==> config.mk <==
export PLATFORM = sky130hd
export DESIGN_NAME = alu_rr_sched_8bits
export DESIGN_NICKNAME = d
export VERILOG_FILES = /design/src/rtl/alu_rr_sched_8bits.sv
export SDC_FILE = /design/constraint.sdc
export NUM_CORES = 1
export LEC_CHECK = 0
export BUFFER_PORTS_ARGS = -buffer_cell sky130_fd_sc_hd__buf_2
export CORE_MARGIN = 5
export CORE_UTILIZATION = 52
export DETAILED_ROUTE_END_ITERATION = 8
export GPL_TIMING_DRIVEN = 0
export PLACE_DENSITY = 0.79
export SYNTH_ARGS = -nofsm -noshare
export SYNTH_HDL_FRONTEND = slang
export SYNTH_HIERARCHICAL = 1
export SYNTH_SLANG_ARGS = --single-unit
export TNS_END_PERCENT = 30
==> constraint.sdc <==
create_clock -name clk_i -period 10.15 [get_ports clk_i]
set_input_delay 2.03 -clock clk_i [delete_from_list [all_inputs] [get_ports clk_i]]
set_output_delay 2.03 -clock clk_i [all_outputs]
set_load 0.02 [all_outputs]
==> src/rtl/alu_rr_sched_8bits.sv <==
// ============================================================================
// alu_rr_sched_8bits
//   Round-robin scheduler that shares one 8-bit ALU (ADD/SUB/MUL/DIV) among
//   NUM_REQ requesters. A request is granted in IDLE and its operands are
//   latched. The ALU result is registered in EXEC. The result is returned over
//   a valid/ready response channel in RESP, tagged with the requester index.
//
//   Optional feature macro: ALU_DIV0_CHECK_EN
//     defined   : DIV with B==0 returns 8'hFF and raises rsp_err_o
//     undefined : rsp_err_o is tied low and the raw ALU output is returned
// ============================================================================

// ----------------------------------------------------------------------------
// alu_8bits: purely combinational 8-bit ALU, results truncated to 8 bits
// ----------------------------------------------------------------------------
module alu_8bits (
    input  logic [1:0] op_i,
    input  logic [7:0] a_i,
    input  logic [7:0] b_i,
    output logic [7:0] result_o
);

    // Select the operation; 8-bit context keeps the low byte of MUL/SUB
    always_comb begin
        result_o = 8'd0;
        case (op_i)
            2'd0:    result_o = a_i + b_i;
            2'd1:    result_o = a_i - b_i;
            2'd2:    result_o = a_i * b_i;
            default: result_o = a_i / b_i;
        endcase
    end

endmodule

// ----------------------------------------------------------------------------
// alu_rr_sched_8bits: arbiter + operand registers + response channel
// ----------------------------------------------------------------------------
module alu_rr_sched_8bits #(
    parameter int NUM_REQ = 4,   // 2..16
    parameter int ID_W    = 2,   // NUM_REQ <= 2**ID_W
    parameter int CNT_W   = 16
) (
    input  logic                   clk_i,
    input  logic                   rst_n_i,
    input  logic [NUM_REQ-1:0]     req_valid_i,
    output logic [NUM_REQ-1:0]     req_ready_o,
    input  logic [2*NUM_REQ-1:0]   req_op_i,
    input  logic [8*NUM_REQ-1:0]   req_a_i,
    input  logic [8*NUM_REQ-1:0]   req_b_i,
    output logic                   rsp_valid_o,
    input  logic                   rsp_ready_i,
    output logic [ID_W-1:0]        rsp_id_o,
    output logic [7:0]             rsp_result_o,
    output logic                   rsp_err_o,
    output logic                   busy_o,
    output logic [CNT_W-1:0]       op_count_o
);

    typedef enum logic [1:0] {
        ST_IDLE = 2'd0,
        ST_EXEC = 2'd1,
        ST_RESP = 2'd2
    } state_t;

    state_t             state_q;
    logic [ID_W-1:0]    ptr_q;
    logic [ID_W-1:0]    id_q;
    logic [1:0]         op_q;
    logic [7:0]         a_q;
    logic [7:0]         b_q;
    logic [7:0]         result_q;
    logic               rsp_valid_q;
    logic               busy_q;
    logic [CNT_W-1:0]   cnt_q;

    logic [ID_W-1:0]    ptr_d;
    logic [7:0]         result_d;
    logic               err_d;
    logic [7:0]         alu_out;

    // Per-requester unpacked views of the flat request buses
    logic [1:0]         op_arr  [NUM_REQ];
    logic [7:0]         a_arr   [NUM_REQ];
    logic [7:0]         b_arr   [NUM_REQ];

    // Candidate k is the requester checked k-th, starting at the RR pointer
    logic [ID_W:0]      cand_sum [NUM_REQ];
    logic [ID_W-1:0]    cand_idx [NUM_REQ];

    logic               grant_found;
    logic [ID_W-1:0]    grant_idx;

    for (genvar gi = 0; gi < NUM_REQ; gi++) begin : g_unpack
        assign op_arr[gi] = req_op_i[2*gi +: 2];
        assign a_arr[gi]  = req_a_i[8*gi +: 8];
        assign b_arr[gi]  = req_b_i[8*gi +: 8];
    end

    for (genvar gi = 0; gi < NUM_REQ; gi++) begin : g_cand
        assign cand_sum[gi] = {1'b0, ptr_q} + (ID_W+1)'(gi);
        assign cand_idx[gi] = (cand_sum[gi] >= (ID_W+1)'(NUM_REQ))
                            ? ID_W'(cand_sum[gi] - (ID_W+1)'(NUM_REQ))
                            : cand_sum[gi][ID_W-1:0];
    end

    // Pick the first valid requester at or after the pointer (descending loop
    // so the lowest search offset wins)
    always_comb begin
        grant_found = 1'b0;
        grant_idx   = '0;
        for (int k = NUM_REQ - 1; k >= 0; k--) begin
            if (req_valid_i[cand_idx[k]]) begin
                grant_found = 1'b1;
                grant_idx   = cand_idx[k];
            end
        end
    end

    // Accept strobe is only offered in IDLE and is forced low while reset is
    // asserted so every output reads zero during reset
    for (genvar gi = 0; gi < NUM_REQ; gi++) begin : g_ready
        assign req_ready_o[gi] = rst_n_i && (state_q == ST_IDLE) && grant_found
                              && (grant_idx == ID_W'(gi));
    end

    // Pointer moves to the requester just after the winner
    always_comb begin
        ptr_d = grant_idx + ID_W'(1);
        if (grant_idx == ID_W'(NUM_REQ - 1)) begin
            ptr_d = '0;
        end
    end

    alu_8bits u_alu (
        .op_i     (op_q),
        .a_i      (a_q),
        .b_i      (b_q),
        .result_o (alu_out)
    );

`ifdef ALU_DIV0_CHECK_EN
    // Divide-by-zero overrides the ALU output with all-ones and flags an error
    always_comb begin
        err_d    = (op_q == 2'd3) && (b_q == 8'd0);
        result_d = err_d ? 8'hFF : alu_out;
    end
`else
    // No divide-by-zero handling: raw ALU output, error never raised
    always_comb begin
        err_d    = 1'b0;
        result_d = alu_out;
    end
`endif

    logic err_q;

    // Scheduler FSM: IDLE grants, EXEC captures the ALU, RESP holds the result
    always_ff @(posedge clk_i or negedge rst_n_i) begin
        if (!rst_n_i) begin
            state_q     <= ST_IDLE;
            ptr_q       <= '0;
            id_q        <= '0;
            op_q        <= 2'd0;
            a_q         <= 8'd0;
            b_q         <= 8'd0;
            result_q    <= 8'd0;
            err_q       <= 1'b0;
            rsp_valid_q <= 1'b0;
            busy_q      <= 1'b0;
            cnt_q       <= '0;
        end else begin
            case (state_q)
                ST_IDLE: begin
                    if (grant_found) begin
                        op_q    <= op_arr[grant_idx];
                        a_q     <= a_arr[grant_idx];
                        b_q     <= b_arr[grant_idx];
                        id_q    <= grant_idx;
                        ptr_q   <= ptr_d;
                        busy_q  <= 1'b1;
                        state_q <= ST_EXEC;
                    end
                end
                ST_EXEC: begin
                    result_q    <= result_d;
                    err_q       <= err_d;
                    rsp_valid_q <= 1'b1;
                    state_q     <= ST_RESP;
                end
                ST_RESP: begin
                    if (rsp_ready_i) begin
                        cnt_q       <= cnt_q + CNT_W'(1);
                        rsp_valid_q <= 1'b0;
                        busy_q      <= 1'b0;
                        state_q     <= ST_IDLE;
                    end
                end
                default: begin
                    rsp_valid_q <= 1'b0;
                    busy_q      <= 1'b0;
                    state_q     <= ST_IDLE;
                end
            endcase
        end
    end

    assign rsp_valid_o  = rsp_valid_q;
    assign rsp_id_o     = id_q;
    assign rsp_result_o = result_q;
    assign rsp_err_o    = err_q;
    assign busy_o       = busy_q;
    assign op_count_o   = cnt_q;

endmodule

Yosys cells after proc, flatten, opt, wreduce, memory -nomap -nowiden --
Index checks and enable logic that the tools add are counted.
Storage, ports and cells: output and inout port bits 33, input bits 79, register bits 50, logic and storage cells 96
Operators by class: bitwise logic cells 3, reductions and logical operators 14, mux-type cells 38, $add $sub $neg 11, div/mod/pow operators 1, equality and inequality tests 9, $lt $le $gt $ge 9, multipliers 1
Operators with widths (number):
- 8-bit binary-select mux with 2-bit select | 2
- 8-bit 2-to-1 mux | 4
- 2-bit 2-to-1 mux | 13
- 8-bit case mux with 3 select lines | 1
- 16-bit by 1-bit adder with 16-bit output, second input constant | 1
- 3-bit greater-or-equal comparator, second input constant | 4
- 2-bit by 3-bit < comparator with 1-bit output, second input constant | 4
- 1-bit 2-to-1 mux | 10
- 8-bit adder | 1
- 1-bit binary-select mux with 2-bit select | 4
- 8-bit by 8-bit divider with 8-bit output | 1
- 2-bit equality test, second input constant | 4
- 8-bit by 8-bit multiplier with 8-bit output | 1
- 2-bit AND reduction | 4
- 2-bit by 1-bit subtractor with 2-bit output, second input constant | 4
- 8-bit subtractor | 1
- 2-bit by 2-bit adder with 3-bit output, second input constant | 2
- 2-bit by 1-bit equality test with 1-bit output, second input constant | 3
- 1-bit logical AND | 6
- 2-bit logical NOT | 3
- 1-bit case mux with 3 select lines | 2
- 2-bit case mux with 3 select lines | 1
- 2-bit binary-select mux with 2-bit select | 1
- 2-bit != test, second input constant | 2
- other kinds (6) | 7

Longest topological paths before layout --
word-level depth 13, depth in mapped cells 50, depth with buffers taken out 47

Cells and area by module --
The synthesis kept the hierarchy.
By module, submodules not included:
- alu_8bits | times used 1, area an instance 3166.8 µm², sequential area each 0.0 µm², cells an instance 428
- alu_rr_sched_8bits | times used 1, area an instance 2650.0 µm², sequential area each 1251.2 µm², cells an instance 246

Worst setup path before layout --
No wires, ideal clock.
path type reg2reg, start point register b_q[7], end point register result_q[0] (netlist: rsp_result_o[0]), setup slack 0.172 ns, setup time 0.125 ns, clock period less this slack 9.978 ns, buffers on the path 4, data arrival time 9.853 ns, stages on the path, launching flop included 49, data required time 10.025 ns, cell sequence dfrtp_1 -> buf_4 -> or3_4 -> nor3_2 -> a31oi_1 -> ha_1 -> o21ai_0 -> a211oi_2 -> mux2_2 -> ha_1 -> o211a_1 -> o211a_1 -> and3b_1 -> a211o_2 -> ha_1 -> a21boi_0 -> o21ai_2 -> nand2_1 -> [13 not listed] -> clkbuf_1 -> and2_1 -> nor2_1 -> ha_1 -> o21ai_0 -> o21ai_0 -> nand2_1 -> o22ai_1 -> clkbuf_1 -> nor2_1 -> a21oi_1 -> ha_1 -> a21o_1 -> a21oi_1 -> o21ai_0 -> o31ai_1 -> a21oi_1 -> mux2_2
On the way: word-level cells in the longest chain between the ends 2
RTL lines:
- start, declared | line 71 | logic [7:0] b_q;
- start signal, assigned | line 178 | b_q <= b_arr[grant_idx];
- 8-bit by 8-bit divider with 8-bit output | line 30 | default: result_o = a_i / b_i;
- 8-bit case mux with 3 select lines | line 26 | case (op_i)
- net alu_out[0] | line 80 | logic [7:0] alu_out;
- end signal, assigned | line 186 | result_q <= result_d;
- end, declared | line 72 | logic [7:0] result_q;
The timed path passes the listed nets, and every way through them passes these cells. A chain may end at the register's enable or synchronous reset.

Worst setup path in the final report --
start point register b_q[5], end point register result_q[0] (netlist: rsp_result_o[0])
The elaborated chain is that of the path after synthesis.

==> qor.yml <==
die:
  core_um2: 10900
  ios: 112
  fp.dieH_um: 116
  initial_core_util: 0.534
  die_width_um: 116
  fp-row-count: 38
  die-area_um2: 13400
critical_path:
  cpMostUsedCell: "ha_4"
  end_kind: "flip-flop"
  rr_worst_depth: 45
  crit_path_start_kind: "flip-flop"
  required_ns: 10.35
  worst_ep_arrival_time_ns: 10.06
  crit_slowest_cell: "dfrtp_2"
  regToRegStartpoint: "b_q[5]$_DFFE_PN0P_"
  cp_max_fo: 8
  worstSetupPathType: "flip-flop to flip-flop"
  rr_endpoint: "rsp_result_o[0]$_DFFE_PN0P_"
  reg2reg_slack_ns: 0.29
  max_stage_delay_ns: 0.49
yosys:
  synth.distinct_cells: 67
  syn-num-nets: 832
  yosysWarnings: 6
  synth_cells: 674
  ys_top_cells_by_area: "dfrtp_1 22%, ha_1 14%, mux2i_1 5.0%"
  synthArstFlopShare: 1.00
  yosysTopAreaCell: "dfrtp_1"
  netlist.area_leader.share: 0.215
  synth_edf_count: 0
  avgSynthCellArea_um2: 8.63
  synth_seq_area_share: 0.215
  netlist_area_um2: 5820
  synthFlopType: "dfrtp_1"
  ys_ff_latch: 50
status:
  status: "completed"
cells_and_area:
  mostFrequentLayoutCells: "116 x buf_2, 72 x nor2_1, 56 x ha_1, 50 x inv_1, 47 x dfrtp_1"
  num_antenna_cells: 0
  area_growth_syn_to_layout_pct: 25.6
  drive_above_1_share: 0.295
  final_cell_area_um2: 7300
  final_common_cell: "buf_2"
  fillerInstances: 833
  nets: 982
cts:
  root_buffer: "clkbuf_8"
  clkTransAtPathRegs_ns: 0.10
  holdBufCountCts: 0
  cts_max_path_buffers: 2
  htreeDepth: 2
  cts_tree: "done"
  cts_made_buffers: 5
  clock_latency_ns: 0.31
  numClockSinks: 50
drt:
  route.antenna.remaining_nets: 0
  viasPerCell: 5.86
  wirelength_um: 16800
  first_pass_iters: 5
  drt_iter0_drc: 341
  vias: 5651
  wl_per_cell_um: 17.4
  drc: 0
worst_hold_path:
  hold_class: "flip-flop to flip-flop"
  hold_path_startpoint: "op_count_o[15]$_DFFE_PN0P_"
  whs_endpoint: "op_count_o[15]$_DFFE_PN0P_"
  hold_depth: 1
global_route:
  grt_pass1_wl_um: 27000
  grt_pass1_vias: 5747
  grt.busiest_layer: "met2"
  use_met3: 0.0376
  grt_util_met2: 0.420
  grt.total_usage: 0.247
  antenna_found_initial: 0
  grt_max_degree: 53
  grt-ovfl-total: 0
  grt_use_met1: 0.320
placed_design:
  postPlaceCellArea_um2: 6540
  routabilityCongestion: 0.908
  io_buffers: 110
  hpwl_um: 12600
sta:
  finalHoldViolCount: 0
  tightest_slew_ns: 1.10
  skew_ns: 0.0132
  slew_violations: 0
  slew_headroom: 0.264
  finalSetupViolCount: 0
  fmax_ghz: 0.101
  period_needed_ns: 9.86
  period_share: 0.972
job:
  maxCapViolations: 0
[synthesized netlist by cell type, types with 8 or more instances]
| cell | number |
|---|---|
| nand2_1 | 44 |
| xnor2_1 | 31 |
| clkbuf_1 | 16 |
| fa_1 | 13 |
| a21o_1 | 8 |
| a21oi_1 | 23 |
| dfrtp_1 | 50 |
| and2_1 | 28 |
| nor3_1 | 15 |
| mux2_2 | 13 |
| xor2_1 | 16 |
| inv_1 | 52 |
| nor2_1 | 72 |
| o21a_1 | 16 |
| a221oi_1 | 18 |
| nand3_1 | 8 |
| a211oi_1 | 18 |
| ha_1 | 66 |
| o21ai_0 | 20 |
| mux2i_1 | 29 |
| nor2b_1 | 10 |
[layout make-up]
type                       instances  area (um^2)  area share
multi-input combinational        539         4510       0.618
sequential                        50         1250       0.172
timing repair buffer             145          843       0.115
inverter                          52          203      0.0277
buffer                            31          199      0.0272
tap                              140          175      0.0240
clock buffer                       5         68.8     0.00942
clock inverter                     3         47.5     0.00651
[worst max path at each step]
stage                             from                          end  slack, ns  cells past startpoint
finish              b_q[5]$_DFFE_PN0P_  rsp_result_o[0]$_DFFE_PN0P_       0.29                     45
global route        b_q[7]$_DFFE_PN0P_  rsp_result_o[0]$_DFFE_PN0P_      -0.09                     47
CTS                 b_q[7]$_DFFE_PN0P_  rsp_result_o[0]$_DFFE_PN0P_      0.009                     47
detailed placement  b_q[0]$_DFFE_PN0P_  rsp_result_o[0]$_DFFE_PN0P_      -1.74                     48
global placement    b_q[0]$_DFFE_PN0P_  rsp_result_o[0]$_DFFE_PN0P_      -1.46                     47
floorplan           b_q[7]$_DFFE_PN0P_  rsp_result_o[0]$_DFFE_PN0P_       0.17                     48
[stage by stage]
| stage | util | hold WS, ns | setup slack, ns | instances | TNS (ns) |
|---|---|---|---|---|---|
| after floorplan | - | 0.503 | 0.172 | 674 | 0 |
| after global placement | 0.601 | 0.451 | -1.46 | 924 | -1.71 |
| after detailed placement | 0.601 | 0.466 | -1.74 | 924 | -2.33 |
| after CTS | 0.631 | 0.482 | 0.00867 | 941 | 0 |
| after global routing | 0.671 | 0.503 | -0.0870 | 965 | -0.0870 |
| final | 0.671 | 0.480 | 0.288 | 965 | 0 |
[routing by layer]
metal  vias to the layer above  share of wire  routed length, um
li1                       2683              -                  -
met4                         0          0.037                613
met2                       237           0.49               8220
met3                        55          0.062               1030
met5                         -              0                  0
met1                      2676           0.41               6890
[state kept, by name (all words and copies together), names as in the netlist]
register	cells
op_count_o	16
a_q	8
b_q	8
rsp_result_o	8
op_q	2
ptr_q	2
rsp_id_o	2
state_q	2
busy_o	1
rsp_valid_o	1
[what timing repair did]
| item | 4_1_cts | 5_1_grt |
|---|---|---|
| setup buffers | 10 | 24 |
| pin swaps | 7 | 21 |
| resized for setup | 34 | 36 |
| gates cloned | 0 | 1 |
| endpoints found under the setup margin | 2 | 1 |
[critical path: cells and delay by family, from the launching register on]
family                   cells  cell delay, ns
AO/OA/AOI/OAI               21            3.70
adder cells (fa/ha/maj)      7            1.99
buffers and inverters        5            0.72
flip-flops                   1            0.49
multiplexers                 3            0.94
AND/OR/NAND/NOR              9            1.87
[cells by family (layout without fill, tap and decap cells)]
logic type | Yosys count | count (layout) | share of synthesized area
muxes | 43 | 43 | 0.0777
buffers and inverters | 85 | 236 | 0.0654
other | 1 | 1 | 0.000645
xor gates and xnor gates | 49 | 49 | 0.0785
adders and majority gates | 79 | 79 | 0.187
DFF | 50 | 50 | 0.215
and+or+nand+nor | 215 | 215 | 0.184
AOI/OAI and AO/OA | 152 | 152 | 0.192
Power is left out: the tool's default activity adds up to more than one toggle a clock period on the data nets, which glitch-free logic cannot reach.
